### src/rtl/alu_trace_pkg.sv
// Shared field tags and record geometry for the ALU trace serializer.
// Optional macro ALU_TRACE_SEQ_EN appends an 8-bit sequence-number field.
package alu_trace_pkg;
  localparam logic [2:0] FLD_OPCODE = 3'd0;
  localparam logic [2:0] FLD_A      = 3'd1;
  localparam logic [2:0] FLD_B      = 3'd2;
  localparam logic [2:0] FLD_RESULT = 3'd3;
  localparam logic [2:0] FLD_CARRY  = 3'd4;
  localparam logic [2:0] FLD_BORROW = 3'd5;
  localparam logic [2:0] FLD_PC     = 3'd6;
  localparam logic [2:0] FLD_SEQ    = 3'd7;
`ifdef ALU_TRACE_SEQ_EN
  localparam int unsigned NUM_FIELDS = 8;
  localparam int unsigned SEQ_W      = 8;
`else
  localparam int unsigned NUM_FIELDS = 7;
  localparam int unsigned SEQ_W      = 0;
`endif
  localparam logic [2:0] FLD_LAST = 3'(NUM_FIELDS - 1);

  // Packed record: {seq?, pc, borrow, carry, result, b, a, opcode}
  function automatic int unsigned rec_width(input int unsigned dw, input int unsigned pw);
    return 8 + 3 * dw + 2 + pw + SEQ_W;
  endfunction
endpackage

### src/rtl/alu_trace_fifo.sv
// Record buffer for the trace serializer: power-of-two circular FIFO.
// A push into a full FIFO is accepted when a pop happens in the same cycle.
module alu_trace_fifo #(
  parameter int W     = 8,
  parameter int DEPTH = 4,
  localparam int AW   = $clog2(DEPTH),
  localparam int LW   = AW + 1
) (
  input  logic          clk,
  input  logic          rst,
  input  logic          push,
  input  logic          pop,
  input  logic [W-1:0]  din,
  output logic [W-1:0]  dout,
  output logic          full,
  output logic          empty,
  output logic [LW-1:0] level
);
  logic [W-1:0]  r_mem [DEPTH];
  logic [AW-1:0] r_wr, r_rd;
  logic [LW-1:0] r_cnt;
  logic          w_push, w_pop;

  assign full   = (r_cnt == LW'(DEPTH));
  assign empty  = (r_cnt == '0);
  assign level  = r_cnt;
  assign dout   = r_mem[r_rd];
  assign w_pop  = pop & ~empty;
  assign w_push = push & (~full | w_pop);

  always_ff @(posedge clk) begin
    if (w_push) r_mem[r_wr] <= din;
  end

  always_ff @(posedge clk) begin
    if (rst) begin
      r_wr  <= '0;
      r_rd  <= '0;
      r_cnt <= '0;
    end else begin
      if (w_push) r_wr <= r_wr + 1'b1;
      if (w_pop)  r_rd <= r_rd + 1'b1;
      if (w_push & ~w_pop)      r_cnt <= r_cnt + 1'b1;
      else if (w_pop & ~w_push) r_cnt <= r_cnt - 1'b1;
    end
  end
endmodule

### src/rtl/alu_trace_serializer.sv
// Buffers ALU execution records and streams them one field per accepted word.
// Define ALU_TRACE_SEQ_EN to append a per-record sequence number as field 7.
module alu_trace_serializer import alu_trace_pkg::*; #(
  parameter int DATA_W = 8,
  parameter int PC_W   = 8,
  parameter int DEPTH  = 4
) (
  input  logic                       clk,
  input  logic                       rst,
  input  logic                       rec_valid,
  input  logic [7:0]                 opcode_in,
  input  logic [DATA_W-1:0]          operand_a_in,
  input  logic [DATA_W-1:0]          operand_b_in,
  input  logic [DATA_W-1:0]          result_in,
  input  logic                       carry_in,
  input  logic                       borrow_in,
  input  logic [PC_W-1:0]            pc_in,
  output logic                       out_valid,
  input  logic                       out_ready,
  output logic [DATA_W-1:0]          data_out,
  output logic [2:0]                 data_type,
  output logic                       out_last,
  output logic [$clog2(DEPTH):0]     level,
  output logic [7:0]                 drop_cnt
);
  localparam int REC_W = rec_width(DATA_W, PC_W);
  localparam int O_A   = 8;
  localparam int O_B   = O_A + DATA_W;
  localparam int O_R   = O_B + DATA_W;
  localparam int O_C   = O_R + DATA_W;
  localparam int O_BR  = O_C + 1;
  localparam int O_PC  = O_C + 2;

  logic [REC_W-1:0]  w_din, w_head;
  logic              w_full, w_empty, w_acc, w_last, w_pop;
  logic [DATA_W-1:0] w_data;
  logic [2:0]        r_fld;
  logic [7:0]        r_drop;

`ifdef ALU_TRACE_SEQ_EN
  localparam int O_SEQ = O_PC + PC_W;
  logic [7:0] r_seq;
  assign w_din = {r_seq, pc_in, borrow_in, carry_in, result_in, operand_b_in, operand_a_in, opcode_in};
`else
  assign w_din = {pc_in, borrow_in, carry_in, result_in, operand_b_in, operand_a_in, opcode_in};
`endif

  alu_trace_fifo #(.W(REC_W), .DEPTH(DEPTH)) u_fifo (
    .clk(clk), .rst(rst), .push(rec_valid), .pop(w_pop), .din(w_din),
    .dout(w_head), .full(w_full), .empty(w_empty), .level(level)
  );

  assign out_valid = ~w_empty;
  assign w_last    = (r_fld == FLD_LAST);
  assign w_acc     = out_valid & out_ready;
  assign w_pop     = w_acc & w_last;
  assign out_last  = w_last & out_valid;
  assign data_out  = out_valid ? w_data : '0;
  assign data_type = out_valid ? r_fld : 3'd0;
  assign drop_cnt  = r_drop;

  always_comb begin
    w_data = '0;
    case (r_fld)
      FLD_OPCODE: w_data = DATA_W'(w_head[7:0]);
      FLD_A:      w_data = w_head[O_A +: DATA_W];
      FLD_B:      w_data = w_head[O_B +: DATA_W];
      FLD_RESULT: w_data = w_head[O_R +: DATA_W];
      FLD_CARRY:  w_data = DATA_W'(w_head[O_C]);
      FLD_BORROW: w_data = DATA_W'(w_head[O_BR]);
      FLD_PC:     w_data = DATA_W'(w_head[O_PC +: PC_W]);
`ifdef ALU_TRACE_SEQ_EN
      FLD_SEQ:    w_data = DATA_W'(w_head[O_SEQ +: 8]);
`endif
      default:    w_data = '0;
    endcase
  end

  // A strobe into a full buffer is only lost if the head is not retiring now.
  always_ff @(posedge clk) begin
    if (rst) begin
      r_fld  <= '0;
      r_drop <= '0;
`ifdef ALU_TRACE_SEQ_EN
      r_seq  <= '0;
`endif
    end else begin
      if (w_acc) r_fld <= w_last ? 3'd0 : r_fld + 3'd1;
      if (rec_valid & w_full & ~w_pop & (r_drop != 8'hFF)) r_drop <= r_drop + 8'd1;
`ifdef ALU_TRACE_SEQ_EN
      if (rec_valid & (~w_full | w_pop)) r_seq <= r_seq + 8'd1;
`endif
    end
  end
endmodule
### config.mk
export PLATFORM = sky130hd
export DESIGN_NAME = alu_trace_serializer
export DESIGN_NICKNAME = d
export VERILOG_FILES = /design/src/rtl/alu_trace_pkg.sv /design/src/rtl/alu_trace_fifo.sv /design/src/rtl/alu_trace_serializer.sv
export SDC_FILE = /design/constraint.sdc
export NUM_CORES = 1
export LEC_CHECK = 0
export ABC_AREA = 1
export ABC_CLOCK_PERIOD_IN_PS = 3800
export CORE_ASPECT_RATIO = 1.2
export CORE_UTILIZATION = 57
export CTS_CLUSTER_SIZE = 12
export DETAILED_ROUTE_END_ITERATION = 10
export GPL_TIMING_DRIVEN = 0
export PLACE_DENSITY = 0.79
export SYNTH_ARGS = -nofsm -noshare
export SYNTH_HDL_FRONTEND = slang
export SYNTH_SLANG_ARGS = --single-unit
### constraint.sdc
create_clock -name clk -period 3.8 [get_ports clk]
set_clock_uncertainty 0.05 [all_clocks]
set_input_delay 0.76 -clock clk [delete_from_list [all_inputs] [get_ports clk]]
set_output_delay 0.76 -clock clk [all_outputs]
set_load 0.02 [all_outputs]
* Yosys cells after proc, flatten, opt, wreduce, memory -nomap -nowiden
Memory sizes are Yosys's and may differ from the RTL's. A register that Yosys moved wholly into a read port is not among the register bits.
Cells that the tools add are included.
** Storage, ports and cells
- Memories kept :: 1
- Output and inout bits :: 24
- RAM bits :: 168
- Logic and storage cells :: 49
- Register bits after elaboration :: 18
- Input bits :: 46
** Operators by class
- Eq/ne operators :: 8
- Reduce and logical (&&, ||, !) cells :: 3
- Mux-type cells :: 10
- Add/sub/neg operators :: 6
- Bitwise operators :: 16
** Memory list
- u_fifo.r_mem :: words 4, width 42, read ports 1, clocked after Yosys merged registers in 1, wr ports 1, line alu_trace_fifo.sv:19 : logic [W-1:0] r_mem [DEPTH];
** Operators with widths (number)
- 8-bit one-hot mux with 7 select lines :: 1
- 3-bit equality test (second input constant) :: 4
- 3-bit 2-to-1 mux :: 4
- 1-bit AND :: 10
- 8-bit by 1-bit adder with 8-bit output (second input constant) :: 1
- 8-bit 2-to-1 mux :: 1
- 8-bit != test (second input constant) :: 1
- 3-bit by 1-bit adder with 3-bit output (second input constant) :: 2
- 3-bit by 2-bit equality test with 1-bit output (second input constant) :: 2
- 3-bit logical NOT :: 2
- 1-bit inverter :: 5
- 2-bit by 1-bit adder with 2-bit output (second input constant) :: 2
- 2-bit 2-to-1 mux :: 2
- 3-bit by 1-bit equality test with 1-bit output (second input constant) :: 1
- 3-bit by 1-bit subtractor with 3-bit output (second input constant) :: 1
- 1-bit 2-to-1 mux :: 2
- 2-bit nonzero test :: 1
- 1-bit OR :: 1

* Longest topological paths before layout
- Word-level depth :: 11
- Mapped depth :: 16
- Mapped depth without buffers :: 16

* By module
From an unflattened synthesis, not the netlist that was laid out.
** Unflattened totals
- Cell total of the unflattened synthesis :: 677
- Area, all modules :: 7771.2 µm²
** Modules (own cells, without submodules)
- alu_trace_fifo :: times used 1, seq. area each 5225.0 µm², area each 6713.9 µm², cells each 478
- alu_trace_serializer :: times used 1, seq. area each 220.2 µm², area each 1057.3 µm², cells each 199

* Worst setup path before layout
Ideal clock, no wire load.
- Path type :: reg-to-reg
- From :: reg u_fifo.r_cnt[0], in the netlist u_fifo.level[0]
- To :: mem u_fifo.r_mem[0][0] (netlist bit) (enable)
- Data required time :: 3.309 ns
- Path slack :: 0.146 ns
- Library setup time :: 0.441 ns
- Arrival time :: 3.162 ns
- Period minus slack after synthesis :: 3.654 ns
- Path buffers :: 0
- Cell stages (with the launch flop) :: 9
- Path through :: dfxtp_1 -> nor2_1 -> nand2_1 -> nand2_2 -> nor2_4 -> inv_2 -> nand2_2 -> nand2_1 -> nor2_1
** On the way
- Cells in the longest elaborated chain, start to end :: 9
- Elaborated cells between the ends (all ways) :: 11
- Classes of those cells :: eq/ne (1); mux (2); bitwise (7); reduce/logical (1)
** RTL lines
- start: declaration :: line alu_trace_fifo.sv:21 : logic [LW-1:0] r_cnt;
- start signal: assignment :: line alu_trace_fifo.sv:43 : if (w_push & ~w_pop) r_cnt <= r_cnt + 1'b1;
- start signal: assignment :: line alu_trace_fifo.sv:44 : else if (w_pop & ~w_push) r_cnt <= r_cnt - 1'b1;
- 3-bit logical NOT (*) :: line alu_trace_fifo.sv:25 : assign empty = (r_cnt == '0);
- 1-bit inverter (*) :: line alu_trace_serializer.sv:53 : assign out_valid = ~w_empty;
- via out_valid :: line alu_trace_serializer.sv:18 : output logic out_valid,
- 1-bit AND :: line alu_trace_serializer.sv:55 : assign w_acc = out_valid & out_ready;
- 1-bit AND :: line alu_trace_serializer.sv:56 : assign w_pop = w_acc & w_last;
- 1-bit AND (*) :: line alu_trace_fifo.sv:28 : assign w_pop = pop & ~empty;
- 1-bit OR (*) :: line alu_trace_fifo.sv:29 : assign w_push = push & (~full | w_pop);
- 1-bit AND (*) :: line alu_trace_fifo.sv:29
- 1-bit 2-to-1 mux (*) :: line alu_trace_fifo.sv:32 : if (w_push) r_mem[r_wr] <= din;
- 1-bit 2-to-1 mux (implied by the code) (*) :: line alu_trace_fifo.sv:32
- end: declaration :: line alu_trace_fifo.sv:19
Mark *: on every way through the listed nets, which the timed path passes. The rest lies on a longest branch.

==> metrics.md <==
| Metric | Value |
|---|---|
| Period minus WS final | about 3.7 ns |
| Total detailed-routing wirelength | 18530 um |
| Post-route antenna net violation count | 0 |
| Library cells used by synthesis | 27 |
| Area share of the leading cell type in the synthesized netlist | between 60% and 70% |
| Clock sink count | around 190 |
| Relative slew margins | 51.05% |
| Number of H-tree levels | 4 |
| Path depth of the worst reg2reg path | 9 |
| Critical hold path startpoint | u_fifo.r_rd[1] |
| Nature of the critical path endpoint | primary output |
| Clock-pin slew on the worst setup and hold paths | approximately 0.070 ns |
| Via count of the first global-routing pass | ~5600 |
| Floorplan die area | between 10000 and 15000 um^2 |
| Cell accounting for the most synthesized area | edfxtp_1 |
| Detailed-routing iteration count for the pre-antenna-repair pass | 8 |
| Pin slew with the least headroom to its limit | 0.7325 ns |
| Logic pwr share | between 10 and 15% |
| Hold Path Depth | 2 |
| Sequential cell area fraction in the yosys report | between 60% and 70% |
| Overall power of the completed layout | between 0.004 and 0.005 W |
| Switching pwr | ~0.0012 W |
| Peak supply drop | 0.0003262 V |
| Tot GR Track Use | roughly 27% |
| Cell count after synthesis | around 730 |
| Total via count in the routed design | 5718 |
| Clock root cell | clkbuf_16 |
| RR Startpoint | u_fifo.level[0] |
| Cell types occupying the most area after synthesis | edfxtp_1 (64%), nand2_1 (8.6%), nor2_1 (6.2%) |
| Setup repair after global routing missed its margin | false |
| PortBufs | 68 |
| Static leakage | ~3.5 nW |
| Count of endpoints failing hold in the final timing report | 0 |
| Final instance area | 9445 um^2 |
| Total cell area at the placement stage | ~9000 um^2 |
| Type of element launching the critical path | register |
| Detailed placement HPWL | about 12000 um |
| CP Data Required Time | 2.99 ns |
| Hold buffer count at cts | 0 |
| Congestion Overflow GR | 0 |
| Antenna diode count | 0 |
| Crit Path Class | register to primary output |
| Deepest clock path buffer count | 2 |
| Worst Hold Endpoint | u_fifo.r_rd[1] |
| Achievable clock frequency | ~0.27 GHz |
| Final Util | roughly 71% |
| Footprint of the multi-input gates | around 2100 um^2 |
| Cell Area, Synth | about 7900 um^2 |
| Cell internal power dissipation | 0.003553 W |
| Syn_nets | ~790 |
| Worst-Skew Late Latency | approximately 0.42 ns |
| Number of max-cap violations | 0 |
| Number of DRC markers after the initial detailed-route iteration | 591 |
| Antenna violations before repair | 0 |
| Num ports | 70 |
| Arrival time worst endpoint | between 2 and 3 ns |
| Clock buffers created by TritonCTS | 17 |
| Max-slew violation count | 0 |
| Pwr dens | about 500 nW/um^2 |
| Reg-to-Reg End | u_fifo.r_mem[3][33] |
| Number of synthesized register bits | ~190 |
| Share of the cycle needed by the critical path after routing | roughly 98% |
| Share of cells above drive strength 1 | under 10% |
| Largest net degree at the start of global routing | 30 |
| Maximum net fanout on the critical path | 10 |
| Sequential cell fraction of total power | a little over 50% |
| DIE WIDTH | between 100 and 150 um |
| DRC viols | 0 |
| Wire per inst | 18.46 um |
| Number of warnings printed during yosys synthesis | 0 |
| Filler cell count | between 900 and 1000 |
| Clock group share of total power | between 30% and 40% |
| Initial Util | about three fifths |
| Post-cts repair resize count | 0 |
| Die H | about 130 um |
| Type of the tightest min-delay check | register to register |
| Final setup violation count | 0 |
| Wire length of the first global-routing pass | approximately 28000 um |
| Placeable core area | between 10000 and 15000 um^2 |
| Result of the run | finished clean |
| Mean Syn Cell Area | 10.76 um^2 |
| Number of setup buffers added after CTS | 0 |
| Clock tree from TritonCTS | done |
| Site Rows | 46 |
| Area taken by flip-flops and latches | 5445 um^2 |
| Detail-routed via count per cell | 5.695 |
| Switching portion of total power | about a quarter |
| Worst reg2reg setup slack | between 1 and 1.5 ns |
| Placer's final routability congestion estimate | about 0.86 |
| Post-layout net count | 877 |
| Area growth from synthesis to layout | 19.92% |
[how the worst max path moves through the flow]
stage,start,to,slack [ns],cells after the start
after floorplan,u_fifo.level[0],u_fifo.r_mem[0][0],0.15,8
after detailed placement,out_ready,u_fifo.r_mem[3][34],0.49,8
after CTS,register,data_out[1],0.05,9
after global routing,register,data_out[2],0.03,8
final,register,data_out[1],0.09,8
after global placement,out_ready,u_fifo.r_mem[1][19],-1.66,7
[kinds of logic after synthesis]
logic type	count (synthesis)	share of synthesized area, %
and+or+nand+nor	357	18.33
adders and majority gates	8	1.366
xor gates and xnor gates	4	0.4449
DFF	188	69.13
buffers and inverters	73	4.210
AOI/OAI and AO/OA	102	6.513
[cell usage in the layout, fill, tap and decap left out, types with 7 or more instances in the layout]
master             n
edfxtp_1         168
buf_2             13
nor2_1           127
nand2_1          181
dfxtp_1           20
a21oi_1           19
clkbuf_1          10
clkdlybuf4s50_1   68
inv_1             38
o21ai_0           51
o21ai_1           31
ha_1               7
nand3_1           33
clkbuf_16         17
[per-layer routing]
layer	up-vias	global-route usage [%]	part of all wire [%]
met5	-	0	0
met4	0	12.78	3.2
met3	54	4.613	7.6
met2	323	47.69	52
met1	2687	32.99	37
li1	2654	-	-
[worst max-delay path, stage by stage, from the launching register on]
cell             delay (ns)
dfxtp_1                0.47
clkbuf_1               0.43
o21ai_0                0.20
o21ai_0                0.25
nand2_1                0.12
nand3_1                0.11
nor2_1                 0.04
nor2_1                 0.20
clkdlybuf4s50_1        0.65
[state kept, by name (all words and copies together) (netlist names), named ones only]
signal / cells
r_fld: 3
u_fifo.r_wr: 2
u_fifo.r_mem: 168
u_fifo.r_rd: 2
drop_cnt: 8
u_fifo.level: 3
[through the flow]
step	setup slack (ns)	setup TNS [ns]	hold WS [ns]	std cells
after floorplan	0.1463	0	0.3865	732
after global placement	-1.660	-274.36	0.3997	968
after detailed placement	0.4943	0	0.4163	972
after CTS	0.05283	0	0.4293	1004
after global routing	0.02720	0	0.4482	1004
final	0.09320	0	0.4245	1004
[cells in the mapped netlist, drive strengths merged]
cell type and instances:
ha 7, nand2 183, inv 42, xor2 3
clkinv 1, a211oi 1, xnor2 1, fa 1
o21ai 82, nand3b 3, nor2 133, dfxtp 20
buf 21, edfxtp 168, nor3 3, a21oi 19
clkbuf 9, nand3 34, nor3b 1
[power by group through the flow]
stage | registers [W] | clock network, W | logic [W]
after detailed placement | 0.00249 | 0 | 0.000648
after global routing | 0.00245 | 0.00176 | 0.000716
after floorplan | 0.00249 | 0 | 0.000340
after global placement | 0.00249 | 0 | 0.000604
after CTS | 0.00244 | 0.00168 | 0.000658
final | 0.00244 | 0.00168 | 0.000662
[cell type report]
cell class                      count  share of cell area [%]
Tap cell                          168                   2.225
Inverter                           43                   1.709
Sequential cell                   188                   57.65
Buffer                             30                   1.815
Timing Repair Buffer               72                   8.054
Clock inverter                     13                   1.417
Multi-Input combinational cell    471                   22.55
Clock buffer                       19                   4.583
(Power assumes the default switching activity.)
